<file path="config.mk">
export PLATFORM = sky130hd
export DESIGN_NAME = dcache_controller
export DESIGN_NICKNAME = d
export VERILOG_FILES = /design/src/rtl/dcache_controller_pkg.sv /design/src/rtl/dcache_perf_counters.sv /design/src/rtl/dcache_controller.sv
export SDC_FILE = /design/constraint.sdc
export NUM_CORES = 1
export LEC_CHECK = 0
export CAP_MARGIN = 20
export CORE_AREA = 2 2 281 283
export DETAILED_ROUTE_END_ITERATION = 6
export DIE_AREA = 0 0 283 285
export DONT_BUFFER_PORTS = 1
export GPL_ROUTABILITY_DRIVEN = 1
export GPL_TIMING_DRIVEN = 0
export PLACE_DENSITY = 0.3
export SYNTH_ARGS = -nofsm -noshare
export SYNTH_HDL_FRONTEND = slang
export SYNTH_SLANG_ARGS = --single-unit
</file>
<file path="constraint.sdc">
create_clock -name clk -period 2.6 [get_ports clk]
set_clock_uncertainty 0.2 [all_clocks]
set_input_delay 0.39 -clock clk [delete_from_list [all_inputs] [get_ports clk]]
set_output_delay 0.39 -clock clk [all_outputs]
set_load 0.02 [all_outputs]
</file>
<file path="src/rtl/dcache_controller_pkg.sv">
// rtl/dcache_controller_pkg.sv - shared constants, state encoding and helpers for the data-cache controller
package dcache_controller_pkg;

   localparam int DADDR_SIZE           = 32;
   localparam int DBLOCK_SIZE          = 16;
   localparam int DBLOCK_SIZE_BITS     = $clog2(DBLOCK_SIZE);
   localparam int DSET_INDEX_SIZE      = 4;
   localparam int DTAG_SIZE            = DADDR_SIZE - DSET_INDEX_SIZE - DBLOCK_SIZE_BITS;
   localparam int DMEM_BLOCK_ADDR_SIZE = DTAG_SIZE + DSET_INDEX_SIZE;

   typedef enum logic [1:0] {
      DC_IDLE   = 2'd0,
      DC_WB     = 2'd1,
      DC_FILL   = 2'd2,
      DC_REFILL = 2'd3
   } dc_state_t;

   function automatic logic [31:0] sat_inc32(input logic [31:0] v);
      return (v == '1) ? v : v + 32'd1;
   endfunction

endpackage

</file>
<file path="src/rtl/dcache_perf_counters.sv">
// rtl/dcache_perf_counters.sv - saturating hit/miss/writeback event counters (used when DCACHE_PERF_CNT_EN is defined)
module dcache_perf_counters
   import dcache_controller_pkg::*;
(
   input  logic        clk,
   input  logic        rst,
   input  logic        hit_evt,
   input  logic        miss_evt,
   input  logic        wb_evt,
   output logic [31:0] perf_hits,
   output logic [31:0] perf_misses,
   output logic [31:0] perf_writebacks
);

   always_ff @(posedge clk) begin
      if (rst) begin
         perf_hits       <= '0;
         perf_misses     <= '0;
         perf_writebacks <= '0;
      end else begin
         if (hit_evt)  perf_hits       <= sat_inc32(perf_hits);
         if (miss_evt) perf_misses     <= sat_inc32(perf_misses);
         if (wb_evt)   perf_writebacks <= sat_inc32(perf_writebacks);
      end
   end

endmodule

</file>
<file path="src/rtl/dcache_controller.sv">
// rtl/dcache_controller.sv - data-cache miss/writeback/refill FSM; DCACHE_PERF_CNT_EN adds perf counter outputs
module dcache_controller
   import dcache_controller_pkg::*;
#(
   parameter  int ADDR_W      = DADDR_SIZE,
   parameter  int BLOCK_BYTES = DBLOCK_SIZE,
   parameter  int SET_INDEX_W = DSET_INDEX_SIZE,
   localparam int OFS_W       = $clog2(BLOCK_BYTES),
   localparam int TAG_W       = ADDR_W - SET_INDEX_W - OFS_W,
   localparam int BA_W        = TAG_W + SET_INDEX_W
) (
   input  logic                     clk,
   input  logic                     rst,
   input  logic                     cpu_ren,
   input  logic                     cpu_wen,
   input  logic [ADDR_W-1:0]        cpu_addr,
   input  logic [31:0]              cpu_wdata,
   input  logic [3:0]               cpu_byte_en,
   output logic [31:0]              cpu_rdata,
   output logic                     cpu_stall,
   output logic                     c_ren,
   output logic                     c_wen,
   output logic                     c_memWen,
   output logic [BLOCK_BYTES-1:0]   c_bytesAccess,
   output logic [BA_W-1:0]          c_blockAddr,
   output logic [8*BLOCK_BYTES-1:0] c_dataIn,
   input  logic                     c_hit,
   input  logic                     c_dirty,
   input  logic [TAG_W-1:0]         c_victimTag,
   input  logic [8*BLOCK_BYTES-1:0] c_dataOut,
   output logic                     mem_req,
   output logic                     mem_we,
   output logic [BA_W-1:0]          mem_addr,
   output logic [8*BLOCK_BYTES-1:0] mem_wdata,
   input  logic [8*BLOCK_BYTES-1:0] mem_rdata,
   input  logic                     mem_ready
`ifdef DCACHE_PERF_CNT_EN
   ,
   output logic [31:0]              perf_hits,
   output logic [31:0]              perf_misses,
   output logic [31:0]              perf_writebacks
`endif
);

   localparam int WORDS  = BLOCK_BYTES / 4;
   localparam int WSEL_W = (WORDS > 1) ? $clog2(WORDS) : 1;

   dc_state_t               state, state_nxt;
   logic [BA_W-1:0]         lat_baddr;
   logic [TAG_W-1:0]        lat_vtag;
   logic [8*BLOCK_BYTES-1:0] blk_buf;
   logic                    req;
   logic                    miss;
   logic [WSEL_W-1:0]       word;

   assign req  = cpu_ren | cpu_wen;
   assign miss = (state == DC_IDLE) && req && !c_hit;
   assign word = WSEL_W'(cpu_addr >> 2) & WSEL_W'(WORDS - 1);

   assign cpu_rdata = c_dataOut[32*word +: 32];
   assign mem_wdata = blk_buf;

   always_ff @(posedge clk) begin
      if (rst) state <= DC_IDLE;
      else     state <= state_nxt;
   end

   // One block buffer serves both directions: the victim is no longer
   // needed once its writeback completes, so the fetched block replaces it.
   always_ff @(posedge clk) begin
      if (rst) begin
         lat_baddr <= '0;
         lat_vtag  <= '0;
         blk_buf   <= '0;
      end else if (miss) begin
         lat_baddr <= cpu_addr[ADDR_W-1:OFS_W];
         lat_vtag  <= c_victimTag;
         blk_buf   <= c_dataOut;
      end else if (state == DC_FILL && mem_ready) begin
         blk_buf   <= mem_rdata;
      end
   end

   always_comb begin
      state_nxt = state;
      unique case (state)
         DC_IDLE:   if (miss) state_nxt = c_dirty ? DC_WB : DC_FILL;
         DC_WB:     if (mem_ready) state_nxt = DC_FILL;
         DC_FILL:   if (mem_ready) state_nxt = DC_REFILL;
         DC_REFILL: state_nxt = DC_IDLE;
         default:   state_nxt = DC_IDLE;
      endcase
   end

   always_comb begin
      c_ren         = 1'b0;
      c_wen         = 1'b0;
      c_memWen      = 1'b0;
      c_bytesAccess = '0;
      c_blockAddr   = lat_baddr;
      c_dataIn      = '0;
      mem_req       = 1'b0;
      mem_we        = 1'b0;
      mem_addr      = lat_baddr;
      cpu_stall     = 1'b1;
      unique case (state)
         DC_IDLE: begin
            c_ren         = cpu_ren & ~cpu_wen;
            c_wen         = cpu_wen;
            c_bytesAccess = BLOCK_BYTES'(cpu_byte_en) << (4 * word);
            c_blockAddr   = cpu_addr[ADDR_W-1:OFS_W];
            c_dataIn      = {WORDS{cpu_wdata}};
            cpu_stall     = req & ~c_hit;
         end
         DC_WB: begin
            mem_req  = 1'b1;
            mem_we   = 1'b1;
            mem_addr = {lat_vtag, lat_baddr[SET_INDEX_W-1:0]};
         end
         DC_FILL: begin
            mem_req = 1'b1;
         end
         DC_REFILL: begin
            c_memWen = 1'b1;
            c_dataIn = blk_buf;
         end
         default: ;
      endcase
   end

`ifdef DCACHE_PERF_CNT_EN
   logic hit_evt;
   logic wb_evt;

   assign hit_evt = (state == DC_IDLE) && req && c_hit;
   assign wb_evt  = (state == DC_WB) && mem_ready;

   dcache_perf_counters u_perf (
      .clk             (clk),
      .rst             (rst),
      .hit_evt         (hit_evt),
      .miss_evt        (miss),
      .wb_evt          (wb_evt),
      .perf_hits       (perf_hits),
      .perf_misses     (perf_misses),
      .perf_writebacks (perf_writebacks)
   );
`endif

endmodule

</file>
== Yosys cells after proc, flatten, opt, wreduce, memory -nomap -nowiden ==
Index checks and enable logic that the tools add are counted.
Operators by class
  shift-type cells: 2
  bitwise operators: 5
  multiplexer cells: 17
  equality and inequality tests: 6
  reduce and logical (&&, ||, !) cells: 8
Operators by type and width (number)
  $mux W128: 2
  $pmux W128 S2: 1
  $shiftx A128 B8 Y32: 1
  $mux W28: 2
  $mux W16: 1
  $shl A4 B4 Y16: 1
  $mux W2: 4
  $pmux W2 S4: 1
  $mux W1: 6
  $ne A2 B2 Y1 const B: 3
  $eq A2 B2 Y1 const B: 2
  $logic_and A1 B1 Y1: 3
  $reduce_and A3 Y1: 1
  $and A1 B1 Y1: 2
  $eq A2 B1 Y1 const B: 1
  $logic_not A2 Y1: 1
  $not A1 Y1: 2
  $reduce_bool A2 Y1: 1
  $reduce_or A2 Y1: 1
  $logic_not A1 Y1: 1
  $or A1 B1 Y1: 1
Word-level totals
  bits in registers: 182
  input bits: 355

== Depth between registers and ports, before layout ==
  depth after elaboration: 5
  gate-level depth with buffers: 8
  depth with buffers taken out: 5

== Worst setup path before layout ==
OpenSTA, ideal clock, no wires.
  path kind: register to output
  from: reg state[1]
  to: out c_dataIn[100]
  data arrival time: 1.689 ns
  cell stages (with the launch flop): 6
  slack: 0.321 ns
  cell sequence: dfxtp_1 > ha_1 > clkbuf_1 > clkbuf_1 > nand2_1 > a21oi_1
Between the ends
  cells in the longest elaborated chain, start to end: 2
Ends and longest elaborated chain
  from (decl): line dcache_controller.sv:48  | dc_state_t state, state_nxt;
  from (signal assigned): line dcache_controller.sv:65  | else state <= state_nxt;
  $eq A2 B2 Y1 / $logic_not A2 Y1 (equally long branches): line dcache_controller.sv:106  | unique case (state)
  $pmux W128 S2 (*): line dcache_controller.sv:106
  to (decl): line dcache_controller.sv:26  | output logic [8*BLOCK_BYTES-1:0] c_dataIn,
Every way passes the cells marked *; elsewhere a longest branch is shown, timed or not.

== Worst setup path in the final report ==
  from: reg state[1]
  to: out c_dataIn[119]
Same word-level chain as after synthesis.

==> metrics.md <==
| Metric | Value |
|---|---|
| Worst Setup Start Kind | `register` |
| # DRC | `0` |
| Root Buffer | `clkbuf_16` |
| Yosys top cell by area | `dfxtp_1` |
| Failing checks | `negative setup slack` |
| Mapped Area | `~0.012 mm²` |
| Worst hold endpoint | `mem_wdata[2]$_SDFFE_PP0P_` |
| Vias/cell | `5.103` |
| Commonest non-fill, non-tap cell in the layout | `dlygate4sd3_1` |
| Sequential share of the synthesized area | `between 30% and 40%` |
| Total grt overflow | `0` |
| PnR worst setup slack | `-120.4 ps` |
| Number of H-tree levels | `4` |
| CTS max path bufs | `2` |
| Max Used Layer | `met5` |
| GPL Wtd Cong | `between 0.8 and 0.9` |
| Unrepaired setup endpoints after global routing | `true` |
| Hold path depth | `3` |
| Ys async rst share | `0%` |
| Maximum VDD drop | `0.5222 mV` |
| Relative slew slack | `around 29%` |
| Worst Tran Pin Value | `between 1000 and 1500 ps` |
| Met1 WL | `between 40000 and 50000 µm` |
| Vias post-DR | `approximately 15000` |
| Syn Inst Count | `between 1000 and 1500` |
| Routed Antenna Nets | `0` |
| Crit path kind | `reg -> out` |
| First-pass iteration count of the detailed router | `5` |
| Post-Synthesis Net Count | `approximately 1800` |
| CP required | `2010 ps` |
| Die height | `around 290 µm` |
| Crit path buffers/inverters | `4` |
| IO Pins | `just over 700` |
| Most common cell on crit path | `clkbuf_16` |
| CTS Buf Count | `17` |
| Starting density of the core | `roughly 15%` |
| Crit-path slowest cell | `dfxtp_4` |
| Seq cells post-synth | `between 150 and 200` |
| Commonest non-fill, non-tap cells in the layout | `293 x dlygate4sd3_1, 256 x nor3_1, 180 x dfxtp_1` |
| Slew Viols, Final | `0` |
| Worst r2r src | `state[1]$_SDFFE_PP0P_` |
| CTS clock-pin slew for the worst setup and hold paths | `90 ps` |
| # nets final | `between 2000 and 2500` |
| Final setup fails | `101` |
| Critical-path cell list | `buf_12, ha_4, clkbuf_16, clkbuf_16, buf_16, nand2_4, a21oi_4` |
| Wire length on met2 | `51550 µm` |
| Cell family with most CP delay | `buffers and inverters` |
| Synth-to-Final Area Change | `78.61%` |
| Fmax | `around 0.37 GHz` |
| Reg area | `0.003651 mm²` |
| Die X | `~280 µm` |
| Setup crit end kind | `output port` |
| Initial antenna violation count | `17` |
| Post-Route WL | `105800 µm` |
| PortBufs | `0` |
| Core footprint | `just under 0.08 mm²` |
| Most common flop cell mapped by yosys | `dfxtp_1` |
| EDFF count, synth | `0` |
| Clk_lat worst skew | `about 500 ps` |
| Cell Rows | `roughly 100` |
| PD cells | `approximately 1200 mW/mm²` |
| YS warnings | `0` |
| Reg2reg end | `mem_wdata[127]$_SDFFE_PP0P_` |
| Total Routing Usage GR | `approximately a quarter` |
| Dpl ws | `-1437 ps` |
| WP depth | `7` |
| Iteration-0 DRC Markers | `1001` |
| Cell area after layout | `a little over 0.02 mm²` |
| Leak pwr | `approximately 8 nW` |
| Final HPWL from detailed placement | `79660 µm` |
| Final worst path period share | `104.6%` |
| Sink Count | `between 150 and 200` |
| Inst Count DP | `~2500` |
| Share of post-route cells with drive strength above 1 | `between 30% and 40%` |
| Min Hold Slack | `about 27 ps` |
| Critical Path AT | `~2100 ps` |
| Met3 wire length | `approximately 8400 µm` |
| Area taken by multi-input logic gates | `0.009857 mm²` |
| Reg2Reg Depth | `7` |
| Pin count of the biggest net entering global routing | `20` |
| Vias in the first global route | `around 16000` |
| First-pass GRT wire length | `140100 µm` |
| Register-to-register setup slack | `70 ps` |
| Hold Violations, Final | `0` |
| Dpl cell area | `approximately 0.013 mm²` |
| Routed WL per cell | `roughly 37 µm` |
| Number of distinct library cells after synthesis | `27` |
| CTS tree | `yes` |
| Worst Hold Class | `in -> reg` |
| Status | `complete, but fails checks` |
| Yosys top cell area share | `a little under a third` |
| Mapped Avg Cell Area | `between 7 and 8 µm²` |
| Final std cells w/o fill | `between 2000 and 3000` |
| Worst hold start | `mem_rdata[2]` |
| Clock period minus worst slack | `2720 ps` |
| Layout fillers | `between 8000 and 9000` |
| Largest stage delay on the critical path | `380 ps` |
| Die area | `between 0.08 and 0.09 mm²` |
| Max Fanout on Critical Path | `5` |
| Max_cap viols | `0` |
| Synth area leaders | `dfxtp_1 31%, nor3_1 11%, a21oi_1 7.7%` |
==> routing by layer <==
metal / up-vias / track usage, %
li1: 6262 / -
met1: 7470 / 29.55
met2: 847 / 43.25
met3: 178 / 7.688
met4: 16 / 9.162
met5: - / 0
==> tightest hold or removal path, stage by stage <==
cell and delay [ps]:
and3_1 140, a221oi_1 50, nor3_1 130
==> power by group <==
| group | internal (W) | switching, W |
|---|---|---|
| combinational | 0.00604 | 0.0112 |
| clock | 0.00129 | 0.00156 |
| sequential | 0.00346 | 0.00182 |
==> cells by family (layout without fill, tap and decap cells) <==
logic type | after synthesis | count (layout) | share of synthesized area (%)
AND/OR/NAND/NOR | 629 | 629 | 26.49
AO/OA/AOI/OAI | 364 | 364 | 22.58
buffers and inverters | 195 | 569 | 7.581
flip-flops | 182 | 182 | 31.32
multiplexers | 87 | 87 | 11.50
adder cells (fa/ha/maj) | 5 | 5 | 0.5377
other | 0 | 9 | 0
==> metrics by stage <==
step           power (W)  setup TNS, ps  utilization (%)
5_1_grt          0.02630         -16610            26.63
3_5_place_dp     0.01649        -130600            16.69
2_1_floorplan    0.01173              0                -
3_3_place_gp     0.01639        -156560            16.61
6_report         0.02538          -5139            26.65
4_1_cts          0.02479         -14270            25.52
==> cell usage after synthesis (17+ instances only) <==
master    number
nor3_1       260
dfxtp_1      182
a21oi_1      180
nand2_1      168
and3_1       128
clkbuf_1     111
a221oi_1      78
buf_2         60
mux2_2        53
nand3_1       52
o21ai_0       52
a221oi_2      50
mux4_2        32
nor2_1        17
==> sequential cells by signal, summed over array words and instances (netlist names) <==
signal,cells
mem_wdata,128
lat_baddr,28
state,2
lat_vtag,24
==> repair_timing <==
action	in CTS	in global routing
resized for setup	624	176
cloned	12	4
pin swaps	114	60
hold endpoints to repair	182	0
hold buffers	293	0
setup buffers	18	16
endpoints found under the setup margin	320	203
==> cell type report <==
cell class	instances	area share, %
diodes	9	0.1084
inverters	3	0.06623
flip-flops and latches	182	17.57
clock inverters	15	0.7646
plain buffers	189	7.532
well taps	1050	6.322
multi-input cells	1085	47.43
repair buffers	345	18.16
clock buffers	17	2.047
==> how the worst max path moves through the flow <==
stage | to | slack (ps) | start
after floorplan | c_dataIn[100] | 320 | state[1]$_SDFFE_PP0P_
after global placement | c_dataIn[118] | -1830 | state[1]$_SDFFE_PP0P_
after detailed placement | c_dataIn[56] | -1440 | state[1]$_SDFFE_PP0P_
after CTS | c_dataIn[56] | -190 | state[1]$_SDFFE_PP0P_
after global routing | c_dataIn[118] | -220 | state[1]$_SDFFE_PP0P_
final | c_dataIn[119] | -120 | state[1]$_SDFFE_PP0P_
(Power assumes the default switching activity.)
==> RTL edit (config.mk and constraints unchanged) <==
Reset style: asynchronous (`rst`), changed in 2 clocked blocks.
--- a/src/rtl/dcache_controller.sv
+++ b/src/rtl/dcache_controller.sv
@@ -61,5 +61,5 @@
    assign mem_wdata = blk_buf;
 
-   always_ff @(posedge clk) begin
+   always_ff @(posedge clk or posedge rst) begin
       if (rst) state <= DC_IDLE;
       else     state <= state_nxt;
@@ -68,5 +68,5 @@
    // One block buffer serves both directions: the victim is no longer
    // needed once its writeback completes, so the fetched block replaces it.
-   always_ff @(posedge clk) begin
+   always_ff @(posedge clk or posedge rst) begin
       if (rst) begin
          lat_baddr <= '0;
Behaviour: differs if rst is asserted again (counterexample within 4 cycles, from zero or initial values and one cycle with rst high); with rst held inactive, the same outputs for 4 cycles.
==> RTL edit against the original RTL <==
- critical path depth rose by 1
- wire length fell by 18%
- synthesized area decreased by 3.2%
- design area decreased by 0.25%
- the run still ends with negative setup slack left
- non-clock buffer count shrank 39
- worst hold slack improved by 0.24 ns
- final cell count fell by 9.6%
- utilization down 0.066 points
- total power is 18% higher
- global-route usage fell by 4.0 points
- die area did not move
- setup slack got worse by 0.11 ns
- sequential cell count is the same
==> RTL edit: results (changes against the original RTL) <==
stage;metric;value;unit;change
outcome;violations;negative setup slack;;unchanged
setup_path;crit_slowest_cell;dfrtp_2;;was dfxtp_4
setup_path;timing.rr.end;mem_wdata[65];;was mem_wdata[127]
outcome;status;complete, but fails checks;;unchanged
setup_path;crit_arrival;2.24;ns;was 2.13 ns
place;gp_congestion;0.942;;was 0.880
finish;nNetsFinal;1907;;was 2183
power;switching_share;55.2;%;was 57.5%
drt;via_per_inst;4.62;;was 5.10
setup_path;worstSetupEndpoint;c_dataIn[39];;was c_dataIn[119]
finish;n_fill_cell;8202;;was 8332
timing;fin_setup_tns;-18.04;ns;was -5.14 ns
drt;wirelength_met1;34900;µm;was 41900 µm
synthesis;synth_top_cells_by_count;dfrtp_1 (182), nand2_1 (163), mux2i_1 (131);;was nor3_1 (260), dfxtp_1 (182), a21oi_1 (180)
grt;track_usage;21.2;%;was 25.2%
timing;layout_setup_ws;-0.226;ns;was -0.120 ns
timing;setup_viol;175;;was 101
drt;dr.first_iter.drc_count;728;;was 1001
setup_path;ff2ff_path_depth;9;;was 7
place;place_inst;2212;;was 2515
setup_path;regToRegSetupSlack;0.12;ns;was 0.07 ns
synthesis;seq_area_frac_synth;40.4;%;was 31.3%
synthesis;synth_ff_type;dfrtp_1;;was dfxtp_1
power;worst_ir_drop_vdd;0.589;mV;was 0.522 mV
drt;wl_met2;42100;µm;was 51600 µm
drt;via_count;12100;;was 14800
place;postPlaceCellArea;12900;µm²;was 13000 µm²
grt;grt_pass1_vias;13500;;was 15600
setup_path;worstReg2RegStart;state[0];;was state[1]
grt;grt_util_met3;6.70;%;was 7.69%
timing;hold_ws;0.272;ns;was 0.0271 ns
synthesis;synth_top_cell_area_share;40.4;%;was 31.3%
finish;drive_gt1_share;36.0;%;was 34.0%
synthesis;yosys-top-cells-area;dfrtp_1 (40%), mux2i_1 (12%), mux2_4 (6.9%), mux4_2 (6.4%), o21ai_0 (5.7%);;was dfxtp_1 (31%), nor3_1 (11%), a21oi_1 (7.7%), and3_1 (6.9%), a221oi_2 (6.5%)
setup_path;cpPeakStageDelay;0.45;ns;was 0.38 ns
drt;routed.top_layer;met4;;was met5
grt;grt_antenna_before_repair;6;;was 17
grt;grt_use_met1;25.2;%;was 29.5%
power;p_leak;8.23;nW;was 7.97 nW
power;comb_cell_power;19.7;mW;was 17.3 mW
power;p_per_area;1450;nW/µm²;was 1220 nW/µm²
grt;grt_max_degree;37;;was 20
RTL edit: cells by family after synthesis:
group / count (synthesis) / synth area share [%]
fa+ha+maj: 5 / 0.555
simple gates: 316 / 12.5
mux: 267 / 30.2
buf+inv: 116 / 4.79
flops: 182 / 40.4
compound gates: 259 / 11.6
RTL edit: cell type report:
class / instances / area (µm²) / area share, %
Antenna cell: 6 / 15.0 / 0.0724
Buffer: 108 / 1190 / 5.76
Clock buffer: 18 / 439 / 2.12
Clock inverter: 14 / 178 / 0.857
Inverter: 4 / 22.5 / 0.109
Multi-Input combinational cell: 847 / 8650 / 41.7
Sequential cell: 182 / 4560 / 22.0
Tap cell: 1050 / 1310 / 6.34
Timing Repair Buffer: 387 / 4360 / 21.0
RTL edit: repair_timing:
item | 4_1_cts | 5_1_grt
setup endpoints to repair | 357 | 278
gates cloned | 10 | 0
hold buffers | 312 | 0
hold endpoints to repair | 205 | 0
setup buffers | 42 | 13
resized for setup | 675 | 99
pin swaps | 83 | 76
